===== src/rtl/stopwatch_pkg.sv =====
// stopwatch_pkg
// Shared constants for the stopwatch display path: active-low 7-segment
// patterns ({g,f,e,d,c,b,a}) and the slot-state type used by the digit scanner.
package stopwatch_pkg;

    localparam logic [6:0] SEG_0     = 7'h40;
    localparam logic [6:0] SEG_1     = 7'h79;
    localparam logic [6:0] SEG_2     = 7'h24;
    localparam logic [6:0] SEG_3     = 7'h30;
    localparam logic [6:0] SEG_4     = 7'h19;
    localparam logic [6:0] SEG_5     = 7'h12;
    localparam logic [6:0] SEG_6     = 7'h02;
    localparam logic [6:0] SEG_7     = 7'h78;
    localparam logic [6:0] SEG_8     = 7'h00;
    localparam logic [6:0] SEG_9     = 7'h10;
    localparam logic [6:0] SEG_DASH  = 7'h3F;
    localparam logic [6:0] SEG_BLANK = 7'h7F;

    // Slot state: BLANK keeps all anodes off at slot start, DRIVE lights one digit.
    typedef logic [0:0] slot_state_t;
    localparam slot_state_t ST_BLANK = 1'b0;
    localparam slot_state_t ST_DRIVE = 1'b1;

endpackage


===== src/rtl/stopwatch_display_mux_bcd_to_seg7.sv =====
// bcd_to_seg7
// Combinational BCD nibble to active-low 7-segment decoder; non-BCD codes
// (A..F) render as a dash.
// Ports:
//   nibble  in   4   BCD digit
//   seg     out  7   {g,f,e,d,c,b,a}, active-low
module bcd_to_seg7
    import stopwatch_pkg::*;
(
    input  logic [3:0] nibble,
    output logic [6:0] seg
);

    always_comb begin
        seg = SEG_DASH;
        case (nibble)
            4'd0:    seg = SEG_0;
            4'd1:    seg = SEG_1;
            4'd2:    seg = SEG_2;
            4'd3:    seg = SEG_3;
            4'd4:    seg = SEG_4;
            4'd5:    seg = SEG_5;
            4'd6:    seg = SEG_6;
            4'd7:    seg = SEG_7;
            4'd8:    seg = SEG_8;
            4'd9:    seg = SEG_9;
            default: seg = SEG_DASH;
        endcase
    end

endmodule


===== src/rtl/stopwatch_display_mux.sv =====
// stopwatch_display_mux
// Time-multiplexed common-anode 7-segment driver for the stopwatch count.
// A load strobe captures {overflow,bcd} into a shadow register; the shadow is
// promoted to the displayed (active) register only on a slot boundary so a
// digit never changes part-way through its slot. Each slot starts with
// BLANK_CYCLES of all-anodes-off to suppress ghosting.
// Optional feature macro: LEADING_ZERO_BLANK_EN -- blanks leading zero digits
// above the decimal point position (anode still driven).
// Ports:
//   clk          in   1          system clock, rising edge
//   masterreset  in   1          asynchronous reset, active-high
//   bcd          in   4*DIGITS   packed BCD, bcd[3:0] = digit 0
//   load         in   1          capture strobe for bcd/overflow
//   overflow     in   1          counter overflow, captured with load
//   anode        out  DIGITS     digit enables, active-low
//   seg          out  7          {g,f,e,d,c,b,a}, active-low
//   dp           out  1          decimal point, active-low
module stopwatch_display_mux
    import stopwatch_pkg::*;
#(
    parameter int DIGITS       = 4,
    parameter int SCAN_DIV     = 50000,
    parameter int BLANK_CYCLES = 16,
    parameter int DP_POS       = 2
) (
    input  logic                  clk,
    input  logic                  masterreset,
    input  logic [4*DIGITS-1:0]   bcd,
    input  logic                  load,
    input  logic                  overflow,
    output logic [DIGITS-1:0]     anode,
    output logic [6:0]            seg,
    output logic                  dp
);

    localparam int CNT_W = (SCAN_DIV > 1) ? $clog2(SCAN_DIV) : 1;
    localparam int IDX_W = (DIGITS > 1) ? $clog2(DIGITS) : 1;

    localparam logic [CNT_W-1:0] CNT_LAST      = CNT_W'(SCAN_DIV - 1);
    localparam logic [CNT_W-1:0] CNT_BLANK_END = CNT_W'(BLANK_CYCLES - 1);
    localparam logic [IDX_W-1:0] IDX_LAST      = IDX_W'(DIGITS - 1);
    localparam logic [IDX_W-1:0] IDX_DP        = IDX_W'(DP_POS);

    logic [CNT_W-1:0]    cnt;
    logic [IDX_W-1:0]    idx;
    slot_state_t         state;
    logic                boundary;

    logic [4*DIGITS-1:0] shadow_bcd;
    logic                shadow_ovf;
    logic [4*DIGITS-1:0] active_bcd;
    logic                active_ovf;

    logic [3:0]          nibble;
    logic [6:0]          dec_seg;
    logic                lz_blank;

    assign boundary = (cnt == CNT_LAST);

    // Slot counter, digit index and slot state. The state register tracks
    // cnt < BLANK_CYCLES: it enters DRIVE on the edge that moves cnt to
    // BLANK_CYCLES and returns to BLANK on the wrap.
    always_ff @(posedge clk or posedge masterreset) begin
        if (masterreset) begin
            cnt   <= '0;
            idx   <= '0;
            state <= ST_BLANK;
        end else if (boundary) begin
            cnt   <= '0;
            idx   <= (idx == IDX_LAST) ? '0 : idx + 1'b1;
            state <= ST_BLANK;
        end else begin
            cnt <= cnt + 1'b1;
            if (cnt == CNT_BLANK_END)
                state <= ST_DRIVE;
        end
    end

    // Shadow captures on load; active follows shadow only at the boundary.
    // A load on the boundary cycle lands in shadow while active takes the
    // previous shadow, so it shows one slot later.
    always_ff @(posedge clk or posedge masterreset) begin
        if (masterreset) begin
            shadow_bcd <= '0;
            shadow_ovf <= 1'b0;
            active_bcd <= '0;
            active_ovf <= 1'b0;
        end else begin
            if (load) begin
                shadow_bcd <= bcd;
                shadow_ovf <= overflow;
            end
            if (boundary) begin
                active_bcd <= shadow_bcd;
                active_ovf <= shadow_ovf;
            end
        end
    end

    assign nibble = active_bcd[4*int'(idx) +: 4];

    bcd_to_seg7 u_dec (
        .nibble (nibble),
        .seg    (dec_seg)
    );

`ifdef LEADING_ZERO_BLANK_EN
    // Walk from the most significant digit down; lz_run stays set while the
    // current nibble and every nibble above it are zero.
    always_comb begin
        logic lz_run;
        int unsigned i;
        lz_run   = 1'b1;
        lz_blank = 1'b0;
        for (int unsigned k = 0; k < DIGITS; k++) begin
            i      = DIGITS - 1 - k;
            lz_run = lz_run & (active_bcd[4*i +: 4] == 4'd0);
            if ((i > DP_POS) && (i == int'(idx)))
                lz_blank = lz_run;
        end
    end
`else
    assign lz_blank = 1'b0;
`endif

    // Registered outputs: reflect the counter/index state of the previous cycle.
    always_ff @(posedge clk or posedge masterreset) begin
        if (masterreset) begin
            anode <= '1;
            seg   <= SEG_BLANK;
            dp    <= 1'b1;
        end else if (state == ST_BLANK) begin
            anode <= '1;
            seg   <= SEG_BLANK;
            dp    <= 1'b1;
        end else begin
            anode <= ~(DIGITS'(1) << idx);
            if (active_ovf)
                seg <= SEG_DASH;
            else if (lz_blank)
                seg <= SEG_BLANK;
            else
                seg <= dec_seg;
            dp <= !((idx == IDX_DP) && !active_ovf);
        end
    end

endmodule

===== config.mk =====
export PLATFORM = sky130hd
export DESIGN_NAME = stopwatch_display_mux
export DESIGN_NICKNAME = d
export VERILOG_FILES = /design/src/rtl/stopwatch_pkg.sv /design/src/rtl/stopwatch_display_mux_bcd_to_seg7.sv /design/src/rtl/stopwatch_display_mux.sv
export SDC_FILE = /design/constraint.sdc
export NUM_CORES = 1
export LEC_CHECK = 0
export ABC_AREA = 1
export CELL_PAD_IN_SITES_DETAIL_PLACEMENT = 1
export CELL_PAD_IN_SITES_GLOBAL_PLACEMENT = 1
export CORE_UTILIZATION = 46
export DETAILED_ROUTE_END_ITERATION = 10
export PLACE_DENSITY_LB_ADDON = 0.2
export SYNTH_ARGS = -nofsm -noshare
export SYNTH_HDL_FRONTEND = slang
export SYNTH_HIERARCHICAL = 1
export SYNTH_SLANG_ARGS = --single-unit

===== constraint.sdc =====
create_clock -name clk -period 3.9 [get_ports clk]
set_input_delay 0.78 -clock clk [delete_from_list [all_inputs] [get_ports clk]]
set_output_delay 0.78 -clock clk [all_outputs]
set_load 0.05 [all_outputs]

After elaboration in Yosys (flattened, before gate mapping)
Memories as Yosys holds them, arrays and structs flattened.
Index checks and enable logic that the tools add are counted.
Cells by class
  $add $sub $neg: 2
  $mul: 0
  divide/modulo/power cells: 0
  order comparisons: 0
  equality and inequality tests: 4
  shift operators: 2
  multiplexer cells: 8
  bitwise gates (word level): 1
  reduce and logical (&&, ||, !) cells: 4
Operators by type and width (count)
  $add A16 B1 Y16 const B: 1
  $eq A16 B16 Y1 const B: 1
  $eq A16 B4 Y1 const B: 1
  $mux W16: 1
  $shiftx A16 B5 Y4: 1
  $mux W7: 2
  $eq A2 B2 Y1 const B: 2
  $mux W4: 1
  $not A4 Y4: 1
  $shl A1 B2 Y4 const A: 1
  $mux W1: 3
  $add A2 B1 Y2 const B: 1
  $logic_not A1 Y1: 2
  $mux W2: 1
  $reduce_bool A2 Y1: 1
  $logic_and A1 B1 Y1: 1
Word-level totals
  register bits after elaboration: 65
  bits in latches: 0
  memory bits (writable): 0
  memory bits (read-only): 112
  bits of input ports: 20
  memories: 1
Memories
  (no name shown): depth 16, bits a word 7, read ports 1, clocked after Yosys merged registers in 0, wr ports 0, RTL line stopwatch_display_mux_bcd_to_seg7.sv:16  | case (nibble)

Logic depth before layout (Yosys ltp)
Gate-level depths: netlist of run 1.
  word-level depth: 4
  depth in mapped cells: 11
  gate-level depth less buffers: 11

Hierarchy
Netlist of run 1, hierarchy kept.
Modules (own cells, without submodules)
  stopwatch_display_mux: instances 1, cells each 326, area each 2925.3 µm², seq. area each 1641.6 µm²
  bcd_to_seg7: instances 1, cells each 35, area each 186.4 µm², seq. area each 0.0 µm²

Least setup slack after synthesis of run 1
OpenSTA, ideal clock, no wires.
  path kind: register -> register
  start: register idx[0]
  end: register seg[3]
  setup time: 0.087 ns
  data arrival time: 1.757 ns
  slack: 2.057 ns
  cell stages (with the launch flop): 11
  buffers on the path: 1
  period minus slack after synthesis: 1.843 ns
  cell sequence: dfrtp_1 -> clkbuf_1 -> o21ai_0 -> o22ai_1 -> inv_1 -> ha_1 -> nand2_1 -> nand3_1 -> nand2_1 -> nor2_1 -> nand2_1
Between the ends
  word-level cells in the longest chain between the ends: 4
RTL lines
  start: declaration: RTL line stopwatch_display_mux.sv:45  | logic [IDX_W-1:0] idx;
  start signal: assignment: RTL line stopwatch_display_mux.sv:70  | idx <= (idx == IDX_LAST) ? '0 : idx + 1'b1;
  $shiftx A16 B5 Y4: RTL line stopwatch_display_mux.sv:100  | assign nibble = active_bcd[4*int'(idx) +: 4];
  via nibble[1]: RTL line stopwatch_display_mux.sv:54  | logic [3:0] nibble;
  $mem_v2 Z16 W7
  via dec_seg[3]: RTL line stopwatch_display_mux.sv:55  | logic [6:0] dec_seg;
  $mux W7: RTL line stopwatch_display_mux.sv:138  | if (active_ovf)
  $mux W7: RTL line stopwatch_display_mux.sv:132  | end else if (state == ST_BLANK) begin
  end signal: assignment: RTL line stopwatch_display_mux.sv:143  | seg <= dec_seg;
  end: declaration: RTL line stopwatch_display_mux.sv:32  | output logic [6:0] seg,
The timed path passes the listed nets, and every way through them passes these cells.
A chain may end at the register's enable or synchronous reset.

Worst setup path after layout of run 1
  start: register anode[2]
  end: output port anode[2]
RTL lines
  start: declaration: RTL line stopwatch_display_mux.sv:31  | output logic [DIGITS-1:0] anode,
  start signal: assignment: RTL line stopwatch_display_mux.sv:137  | anode <= ~(DIGITS'(1) << idx);
No word-level cell between the ends.

==> impl_metrics.py, run 1 <==
metrics = {
    "worst_setup_path": {
        "end_kind": "output port",
        "slowest_stage": "clkdlybuf4s50_1",
        "slowest_delay_ns": 0.80,
        "worst-path-max-fanout": 1,
        "start_kind": "register",
        "crit_chain": "clkdlybuf4s50_1",
        "arrival_ns": 1.66,
        "crit_buf_inv": 1,
        "cpLargestDelayFamily": "buffers and inverters",
        "crit_type": "reg2out",
        "critPathRequiredTime_ns": 3.12,
    },
    "die": {
        "core-area_mm2": 0.00642,
        "io-pin-count": 32,
        "initial_core_util": 0.485,
        "fp-row-count": 29,
        "die_area_mm2": 0.00710,
        "fp.dieH_um": 84.2,
        "die_w_um": 84.2,
    },
    "layout": {
        "nFillCells": 773,
        "post-route-util": 0.570,
        "layoutNonFillerInstCount": 476,
        "fin_nets": 424,
        "multi_input_area_mm2": 0.00122,
        "postLayoutCellArea_mm2": 0.00366,
        "syn_to_final_growth_pct": 17.7,
        "diodes": 0,
        "regArea_mm2": 0.00164,
        "drive_gt1_frac": 0.148,
    },
    "power_and_ir_drop": {
        "p_per_area_mw_per_mm2": 367,
        "vdd_ir_drop_max_v": 0.000237,
        "p_leak_nw": 1.90,
    },
    "global_route": {
        "grt_pass1_wl_mm": 11.2,
        "grt_pass1_vias": 2446,
        "grt_use_total": 0.201,
        "antenna_found_initial": 0,
        "grt_start_max_net_pins": 41,
        "grt-ovfl-total": 0,
    },
    "clock_tree": {
        "clkSinkCount": 65,
        "cts_setup_buffers": 0,
        "cts_resized": 0,
        "max-clock-path-buffers": 2,
        "root_buffer": "clkbuf_8",
        "cts_tree": "yes",
        "cts.htree.levels": 3,
        "numCtsBuffers": 9,
        "cts_hold_buf": 0,
        "clk_pin_slew_ns": 0.07,
        "clock_latency_ns": 0.35,
    },
    "job": {
        "cap_violations": 0,
    },
    "hold_path": {
        "hp-class": "reg2reg",
    },
    "yosys": {
        "synthDistinctLibCells": 29,
        "ys.warnings.count": 6,
        "yosysSeqAreaShare": 0.528,
        "ys_dominant_reg_cell": "dfrtp_1",
        "yosys.area.top_type": "dfrtp_1",
        "synth_edf_count": 0,
        "synthCells": 361,
        "syn_area_mm2": 0.00311,
        "async_reset_ff_frac": 1.00,
        "synth_top_area_share": 0.426,
        "synth_most_common_cell": "nand2_1",
        "synth_nets": 391,
        "ys_top_cells_by_count": "95 x nand2_1, 53 x dfrtp_1, 51 x nor2_1",
        "synth-seq-cells": 65,
        "synth_area_per_cell_um2": 8.62,
        "synth_area_leaders": "dfrtp_1 43%, nand2_1 11%, dfstp_2 10%, nor2_1 6.2%, inv_1 5.3%",
    },
    "sta": {
        "fmax_mhz": 410,
        "worst_hold_slack_ns": 0.486,
        "drv_slew": 0,
        "setup_violations": 0,
        "setup_tns_ns": 0,
        "hold_violations": 0,
        "skew_ns": 0.0111,
        "slew_headroom": 0.373,
        "period_share": 0.626,
        "rsz0062_at_grt": "no",
        "tightest_slew_ns": 0.938,
        "fin_crit_ns": 2.44,
    },
    "drt": {
        "wl_mm": 6.36,
        "vias": 2370,
        "drc": 8,
        "vias_per_cell": 4.98,
        "drtIter0Drc": 95,
        "avgRoutedWirePerCell_um": 13.4,
        "drt_first_pass_iters": 9,
        "antenna_left": 0,
    },
    "placement": {
        "portBuffers": 31,
        "dp_hpwl_mm": 4.38,
        "dp.cells": 460,
        "globalplace.congestion": 0.777,
        "post_dp_cell_area_mm2": 0.00346,
    },
    "status": {
        "violations": "DRC",
        "outcome": "complete, but fails checks",
    },
}
==> cell usage in the layout (no fill, tap or decap), drive strengths merged <==
master and count:
nor2b 1, nand2 98, o22ai 4, inv 46, nand4 3, o21ai 45, nand3 13, buf 1
nor2 53, bufinv 1, or2 1, o21bai 3, dfstp 12, xor2 5, clkdlybuf4s50 31, a21oi 2
clkbuf 10, clkinv 4, ha 10, clkinvlp 3, dfrtp 53
==> flip-flops by register name, summed over array words and instances, names as in the netlist <==
name and flops:
active_bcd 16, cnt 16, shadow_bcd 16, seg 7
anode 4, idx 2, active_ovf 1, dp 1
shadow_ovf 1, state 1
==> layer usage <==
metal / share of wire / global-route usage / vias up / wire, µm
li1: - / - / 1188 / -
met1: 0.47 / 0.253 / 1135 / 2990
met2: 0.49 / 0.342 / 39 / 3140
met3: 0.022 / 0.0354 / 8 / 137
met4: 0.015 / 0.0893 / 0 / 95
met5: 0 / 0 / - / 0
==> power breakdown <==
group	switching [W]	leakage [nW]	internal, W
logic	0.0000356	0.994	0.0000245
clock network	0.000275	0.0949	0.000313
registers	0.00000434	0.815	0.000690
total	0.000315	1.90	0.00103
==> logic make-up after synthesis <==
family,synth area share
XOR/XNOR,0.0141
AND/OR/NAND/NOR,0.224
flip-flops,0.528
AO/OA/AOI/OAI,0.113
buffers and inverters,0.0816
adder cells (fa/ha/maj),0.0402
==> area by class of cell <==
type | instances | share of cell area
Timing Repair Buffer | 32 | 0.0868
Tap cell | 77 | 0.0263
Clock inverter | 6 | 0.0181
Inverter | 48 | 0.0509
Sequential cell | 65 | 0.448
Clock buffer | 10 | 0.0376
Multi-Input combinational cell | 238 | 0.332
==> worst paths after layout <==
kind                        startpoint             end  slack [ns]  depth (start not counted)
min                             cnt[0]          cnt[0]        0.49                          1
min in group asynchronous  masterreset  active_bcd[10]        0.87                          2
max reg2reg                     idx[0]          seg[3]        1.62                         10
max in group asynchronous  masterreset          seg[3]        2.10                          3
min reg2reg                     cnt[0]          cnt[0]        0.49                          1
max                           anode[2]        anode[2]        1.46                          1
==> per-stage QoR <==
step                      worst slack [ns]  power (W)
final                                 1.46    0.00134
after CTS                             1.44    0.00136
after global placement                1.70   0.000765
after floorplan                       1.51   0.000738
after global routing                  1.38    0.00140
after detailed placement              1.59   0.000768
No activity file was read; power rests on OpenSTA's default activity.
==> inputs of run 2 (changes only) <==
--- a/config.mk
+++ b/config.mk
@@ -8,7 +8,7 @@
 export ABC_AREA = 1
 export CELL_PAD_IN_SITES_DETAIL_PLACEMENT = 1
 export CELL_PAD_IN_SITES_GLOBAL_PLACEMENT = 1
-export CORE_UTILIZATION = 46
+export CORE_UTILIZATION = 39
 export DETAILED_ROUTE_END_ITERATION = 10
 export PLACE_DENSITY_LB_ADDON = 0.2
 export SYNTH_ARGS = -nofsm -noshare
==> constraint.sdc (replaced) <==
create_clock -name clk -period 2.2 [get_ports clk]
set_input_delay 0.44 -clock clk [delete_from_list [all_inputs] [get_ports clk]]
set_output_delay 0.44 -clock clk [all_outputs]
set_load 0.05 [all_outputs]
==> run 2 against run 1 <==
  * The run now ends clean
  * Sequential cell count unchanged
  * Clock skew fell by 0.0045 ns
  * Sequential power rose by 77%
  * Via count is 1.6% lower
  * Combinational power is 83% higher
  * Die area rose by 18%
  * Setup slack got worse by 1.3 ns
  * Global-route usage fell by 3.4 points
  * Design area rose by 2.6%
==> impl_metrics.py, run 2 (same netlist as run 1, synthesis figures left out) <==
metrics = {
    "global_route": {
        "grt_start_max_net_pins": 66,
        "grt_pass1_vias": 2383,
        "grt-ovfl-total": 0,
        "grt_use_total": 0.167,
        "antenna_found_initial": 0,
        "grt_pass1_wl_mm": 11.1,
    },
    "worst_setup_path": {
        "arrival_ns": 1.64,
        "crit_type": "reg2out",
        "slowest_stage": "clkdlybuf4s50_1",
        "worst-path-max-fanout": 1,
        "crit_chain": "clkdlybuf4s50_1",
        "start_kind": "register",
        "crit_buf_inv": 1,
        "rrSetupSlack_ns": 0.28,
        "cpLargestDelayFamily": "buffers and inverters",
        "critPathRequiredTime_ns": 1.76,
        "slowest_delay_ns": 0.79,
        "end_kind": "output port",
    },
    "drt": {
        "vias": 2333,
        "vias_per_cell": 4.65,
        "wl_mm": 5.99,
        "antenna_left": 0,
        "drt_first_pass_iters": 4,
        "avgRoutedWirePerCell_um": 11.9,
        "drc": 0,
        "drtIter0Drc": 66,
    },
    "job": {
        "cap_violations": 0,
    },
    "clock_tree": {
        "clkSinkCount": 65,
        "clk_pin_slew_ns": 0.07,
        "cts.htree.levels": 3,
        "cts_tree": "yes",
        "clock_latency_ns": 0.33,
        "numCtsBuffers": 9,
        "root_buffer": "clkbuf_8",
        "max-clock-path-buffers": 2,
        "cts_hold_buf": 0,
    },
    "layout": {
        "nFillCells": 916,
        "final_common_cell": "nand2_1",
        "syn_to_final_growth_pct": 20.7,
        "diodes": 0,
        "drive_gt1_frac": 0.158,
        "multi_input_area_mm2": 0.00123,
        "largestRegisters": "active_bcd (16), cnt (16), shadow_bcd (16)",
        "layoutNonFillerInstCount": 502,
        "postLayoutCellArea_mm2": 0.00376,
        "fin_nets": 425,
        "layout_common_cells": "95 x nand2_1, 52 x dfrtp_1, 51 x nor2_1",
        "regArea_mm2": 0.00164,
    },
    "die": {
        "fp.dieH_um": 91.3,
        "fp-row-count": 32,
        "io-pin-count": 32,
        "core-area_mm2": 0.00773,
        "die_w_um": 91.3,
        "die_area_mm2": 0.00834,
        "initial_core_util": 0.403,
    },
    "sta": {
        "fmax_mhz": 481,
        "setup_violations": 0,
        "tightest_slew_ns": 0.685,
        "setup_tns_ns": 0,
        "hold_violations": 0,
        "drv_slew": 0,
        "period_share": 0.945,
        "skew_ns": 0.00660,
        "fin_crit_ns": 2.08,
        "slew_headroom": 0.543,
        "rsz0062_at_grt": "no",
    },
    "power_and_ir_drop": {
        "p_leak_nw": 1.93,
        "p_per_area_mw_per_mm2": 660,
        "vdd_ir_drop_max_v": 0.000311,
    },
    "placement": {
        "globalplace.congestion": 0.823,
        "dp_hpwl_mm": 4.29,
        "dp.cells": 486,
        "portBuffers": 31,
        "post_dp_cell_area_mm2": 0.00351,
    },
    "hold_path": {
        "hp-class": "reg2reg",
    },
    "status": {
        "outcome": "complete, no violations",
    },
}
-- run 2: changes by cell type in the layout (fill, tap and decap cells not counted), sizes merged --
cell and change:
buf +1, bufinv +1, clkbuf +2, clkinv -2, inv -1
-- run 2: area by class of cell --
| type | instances | share of cell area |
|---|---|---|
| clock inverters | 4 | 0.0200 |
| flip-flops and latches | 65 | 0.437 |
| inverters | 48 | 0.0506 |
| repair buffers | 33 | 0.0899 |
| clock buffers | 12 | 0.0413 |
| multi-input cells | 238 | 0.327 |
| well taps | 102 | 0.0340 |
-- run 2: path summary, 6_finish.rpt --
kind | startpoint | end | cells after the start
worst max-delay path | seg[3] | seg[3] | 1
worst min-delay path | cnt[0] | cnt[0] | 1
worst max register to register | idx[0] | seg[3] | 10
max in group asynchronous | masterreset | seg[1] | 3
min in group asynchronous | masterreset | cnt[7] | 3
worst min register to register | cnt[0] | cnt[0] | 1
-- run 2: timing repair --
action | in CTS | in global routing
setup buffers | 0 | 0
gates resized for setup | 0 | 4
endpoints found under the hold margin | 0 | 0
setup endpoints to repair | 0 | 6
-- run 2: report_power, final --
group	internal [W]	switching, W	leakage (nW)	total [W]
Sequential	0.00122	0.00000692	0.813	0.00123
Combinational	0.0000468	0.0000627	1.01	0.000110
Clock	0.000700	0.000440	0.109	0.00114
-- run 2: metrics by stage --
stage,hold WS [ns],utilization,setup slack [ns],total power [W]
5_1_grt,0.480,0.486,0.0675,0.00260
4_1_cts,0.469,0.484,0.0953,0.00252
2_1_floorplan,0.428,-,0.153,0.00131
3_5_place_dp,0.460,0.454,0.139,0.00137
3_3_place_gp,0.455,0.454,0.255,0.00136
6_report,0.468,0.486,0.121,0.00248
-- run 2: layer usage --
| metal | routed length (µm) | track usage | vias up |
|---|---|---|---|
| met5 | 0 | 0 | - |
| li1 | - | - | 1190 |
| met1 | 2980 | 0.225 | 1104 |
| met4 | 72 | 0.0714 | 0 |
| met3 | 148 | 0.0327 | 8 |
| met2 | 2790 | 0.264 | 31 |
==> inputs of run 3 (changes only) <==
--- a/config.mk
+++ b/config.mk
@@ -8,10 +8,10 @@
 export ABC_AREA = 1
 export CELL_PAD_IN_SITES_DETAIL_PLACEMENT = 1
 export CELL_PAD_IN_SITES_GLOBAL_PLACEMENT = 1
-export CORE_UTILIZATION = 39
+export CORE_UTILIZATION = 38
 export DETAILED_ROUTE_END_ITERATION = 10
+export MAX_ROUTING_LAYER = met4
 export PLACE_DENSITY_LB_ADDON = 0.2
 export SYNTH_ARGS = -nofsm -noshare
 export SYNTH_HDL_FRONTEND = slang
-export SYNTH_HIERARCHICAL = 1
 export SYNTH_SLANG_ARGS = --single-unit
==> run 3 against run 2 <==
  * Via count shrank 0.26%
  * Critical path depth is the same
  * Die area grew 0.76%
  * First-iteration DRC count shrank 1.5%
  * Count of clock-buffer cells in the layout shrank 3
  * Routed wire length grew 2.8%
==> impl_metrics.py, run 3 <==
metrics = {
    "layout": {
        "largestRegisters": "active_bcd (16), cnt (16), shadow_bcd (16)",
        "layout_common_cells": "96 x nand2_1, 53 x dfrtp_1, 44 x inv_1",
        "nFillCells": 959,
        "diodes": 0,
        "fin_nets": 419,
        "drive_gt1_frac": 0.117,
        "syn_to_final_growth_pct": 20.2,
        "final_common_cell": "nand2_1",
        "layoutNonFillerInstCount": 495,
    },
    "hold_path": {
        "hp-class": "in2async",
    },
    "yosys": {
        "synth_edf_count": 0,
        "ys.warnings.count": 0,
        "synth_top_family_by_area": "simple AND/OR/NAND/NOR gates",
        "yosys.area.top_type": "dfrtp_1",
        "synth_mux_area_frac": 0,
        "yosysSeqAreaShare": 0.537,
        "syn_area_mm2": 0.00306,
        "synth_xor_area_frac": 0.0229,
        "synth_fa_ha_area_frac": 0.0450,
        "async_reset_ff_frac": 1.00,
        "synth_area_leaders": "dfrtp_1 43%, nand2_1 12%, dfstp_2 10%, nand3_1 5.6%, inv_1 5.5%",
        "synth_most_common_cell": "nand2_1",
        "synth_nets": 382,
        "synth_top_area_share": 0.434,
        "synth_compound_area_frac": 0.0803,
        "synthCells": 351,
        "ys_top_cells_by_count": "96 x nand2_1, 53 x dfrtp_1, 45 x inv_1",
        "synth-seq-cells": 65,
        "synthSimpleGateAreaFrac": 0.236,
        "ys_dominant_reg_cell": "dfrtp_1",
        "synth_area_per_cell_um2": 8.70,
        "synthDistinctLibCells": 28,
    },
    "clock_tree": {
        "cts_resized": 0,
        "cts_setup_buffers": 0,
        "max-clock-path-buffers": 2,
        "numCtsBuffers": 9,
        "cts_tree": "yes",
        "root_buffer": "clkbuf_8",
        "cts.htree.levels": 3,
        "cts_hold_buf": 0,
        "clk_pin_slew_ns": 0.08,
        "clkSinkCount": 65,
        "clock_latency_ns": 0.35,
    },
    "placement": {
        "portBuffers": 31,
        "dp.cells": 479,
        "globalplace.congestion": 0.829,
        "dp_hpwl_mm": 4.41,
    },
    "worst_setup_path": {
        "cpLargestDelayFamily": "buffers and inverters",
        "crit_buf_inv": 1,
        "rr_worst_depth": 10,
        "crit_type": "reg2out",
        "end_kind": "output port",
        "arrival_ns": 1.66,
        "slowest_delay_ns": 0.79,
        "crit_chain": "clkdlybuf4s50_1",
        "critPathRequiredTime_ns": 1.76,
        "start_kind": "register",
        "worst-path-max-fanout": 1,
        "cp.depth": 1,
        "slowest_stage": "clkdlybuf4s50_1",
    },
    "sta": {
        "skew_ns": 0.00766,
        "rsz0062_at_grt": "no",
        "tightest_slew_ns": 0.489,
        "fin_crit_ns": 2.10,
        "period_share": 0.954,
        "hold_violations": 0,
        "slew_headroom": 0.673,
        "setup_tns_ns": 0,
        "drv_slew": 0,
        "setup_violations": 0,
        "fmax_mhz": 477,
    },
    "die": {
        "io-pin-count": 32,
        "die_w_um": 91.7,
        "die_area_mm2": 0.00840,
        "initial_core_util": 0.393,
        "core-area_mm2": 0.00777,
        "fp-row-count": 32,
        "fp.dieH_um": 91.7,
    },
    "drt": {
        "vias": 2327,
        "wl_mm": 6.15,
        "vias_per_cell": 4.70,
        "drt_first_pass_iters": 4,
        "drtIter0Drc": 65,
        "drc": 0,
        "avgRoutedWirePerCell_um": 12.4,
        "antenna_left": 0,
    },
    "power_and_ir_drop": {
        "power_frac_clock": 0.432,
        "seq_power_share": 0.522,
        "p_per_area_mw_per_mm2": 641,
        "power_w": 0.00235,
        "vdd_ir_drop_max_v": 0.000308,
        "p_int_w": 0.00179,
        "p_leak_nw": 1.83,
        "switching_share": 0.239,
        "combPwrFrac": 0.046,
        "p_switching_w": 0.000562,
    },
    "global_route": {
        "grt_start_max_net_pins": 66,
        "grt-ovfl-total": 0,
        "grt_pass1_vias": 2436,
        "grt_use_total": 0.180,
        "grt_pass1_wl_mm": 11.4,
        "antenna_found_initial": 0,
    },
    "status": {
        "outcome": "complete, no violations",
    },
    "job": {
        "cap_violations": 0,
    },
}
==> run 3: cell families after synthesis <==
group / after synthesis
flip-flops: 65
AO/OA/AOI/OAI: 42
AND/OR/NAND/NOR: 170
buffers and inverters: 55
adder cells (fa/ha/maj): 11
XOR/XNOR: 8
==> run 3: worst paths after layout <==
| check | startpoint | end | slack, ns |
|---|---|---|---|
| max | seg[3] | seg[3] | 0.10 |
| min | masterreset | state | 0.48 |
| max reg2reg | idx[0] | seg[3] | 0.41 |
| min reg2reg | state | seg[6] | 0.49 |
| max in group asynchronous | masterreset | seg[4] | 1.42 |
| min in group clk | state | seg[6] | 0.49 |
==> run 3: layout make-up <==
type	count	area, µm²	share of cell area
clock buffers	9	124	0.0337
clock inverters	7	70.1	0.0191
inverters	47	179	0.0487
multi-input cells	231	1170	0.319
flip-flops and latches	65	1640	0.447
well taps	102	128	0.0347
repair buffers	34	358	0.0974
==> run 3: per-stage QoR <==
step	instance area, µm²	util	setup WS, ns	hold slack (ns)
3_3_place_gp	3480	0.448	0.478	0.474
3_5_place_dp	3480	0.448	0.425	0.475
4_1_cts	3670	0.473	0.0788	0.486
2_1_floorplan	3060	-	0.153	0.448
5_1_grt	3670	0.473	0.0356	0.506
6_report	3670	0.473	0.102	0.478
==> run 3: power groups by stage <==
| stage | Combinational, W | Clock, W | Sequential (W) |
|---|---|---|---|
| floorplan | 0.0000540 | 0 | 0.00125 |
| global placement | 0.000108 | 0 | 0.00125 |
| detailed placement | 0.000112 | 0 | 0.00125 |
| CTS | 0.000113 | 0.00104 | 0.00123 |
| global route | 0.000128 | 0.00110 | 0.00123 |
| finish | 0.000108 | 0.00102 | 0.00123 |
==> run 3: routing by layer <==
layer / global-route usage / routed length [µm] / part of all wire / up-vias
li1: - / - / - / 1181
met1: 0.234 / 3010 / 0.49 / 1103
met2: 0.272 / 2830 / 0.46 / 33
met3: 0.0373 / 171 / 0.028 / 10
met4: 0.0833 / 142 / 0.023 / 0
met5: - / 0 / 0 / -
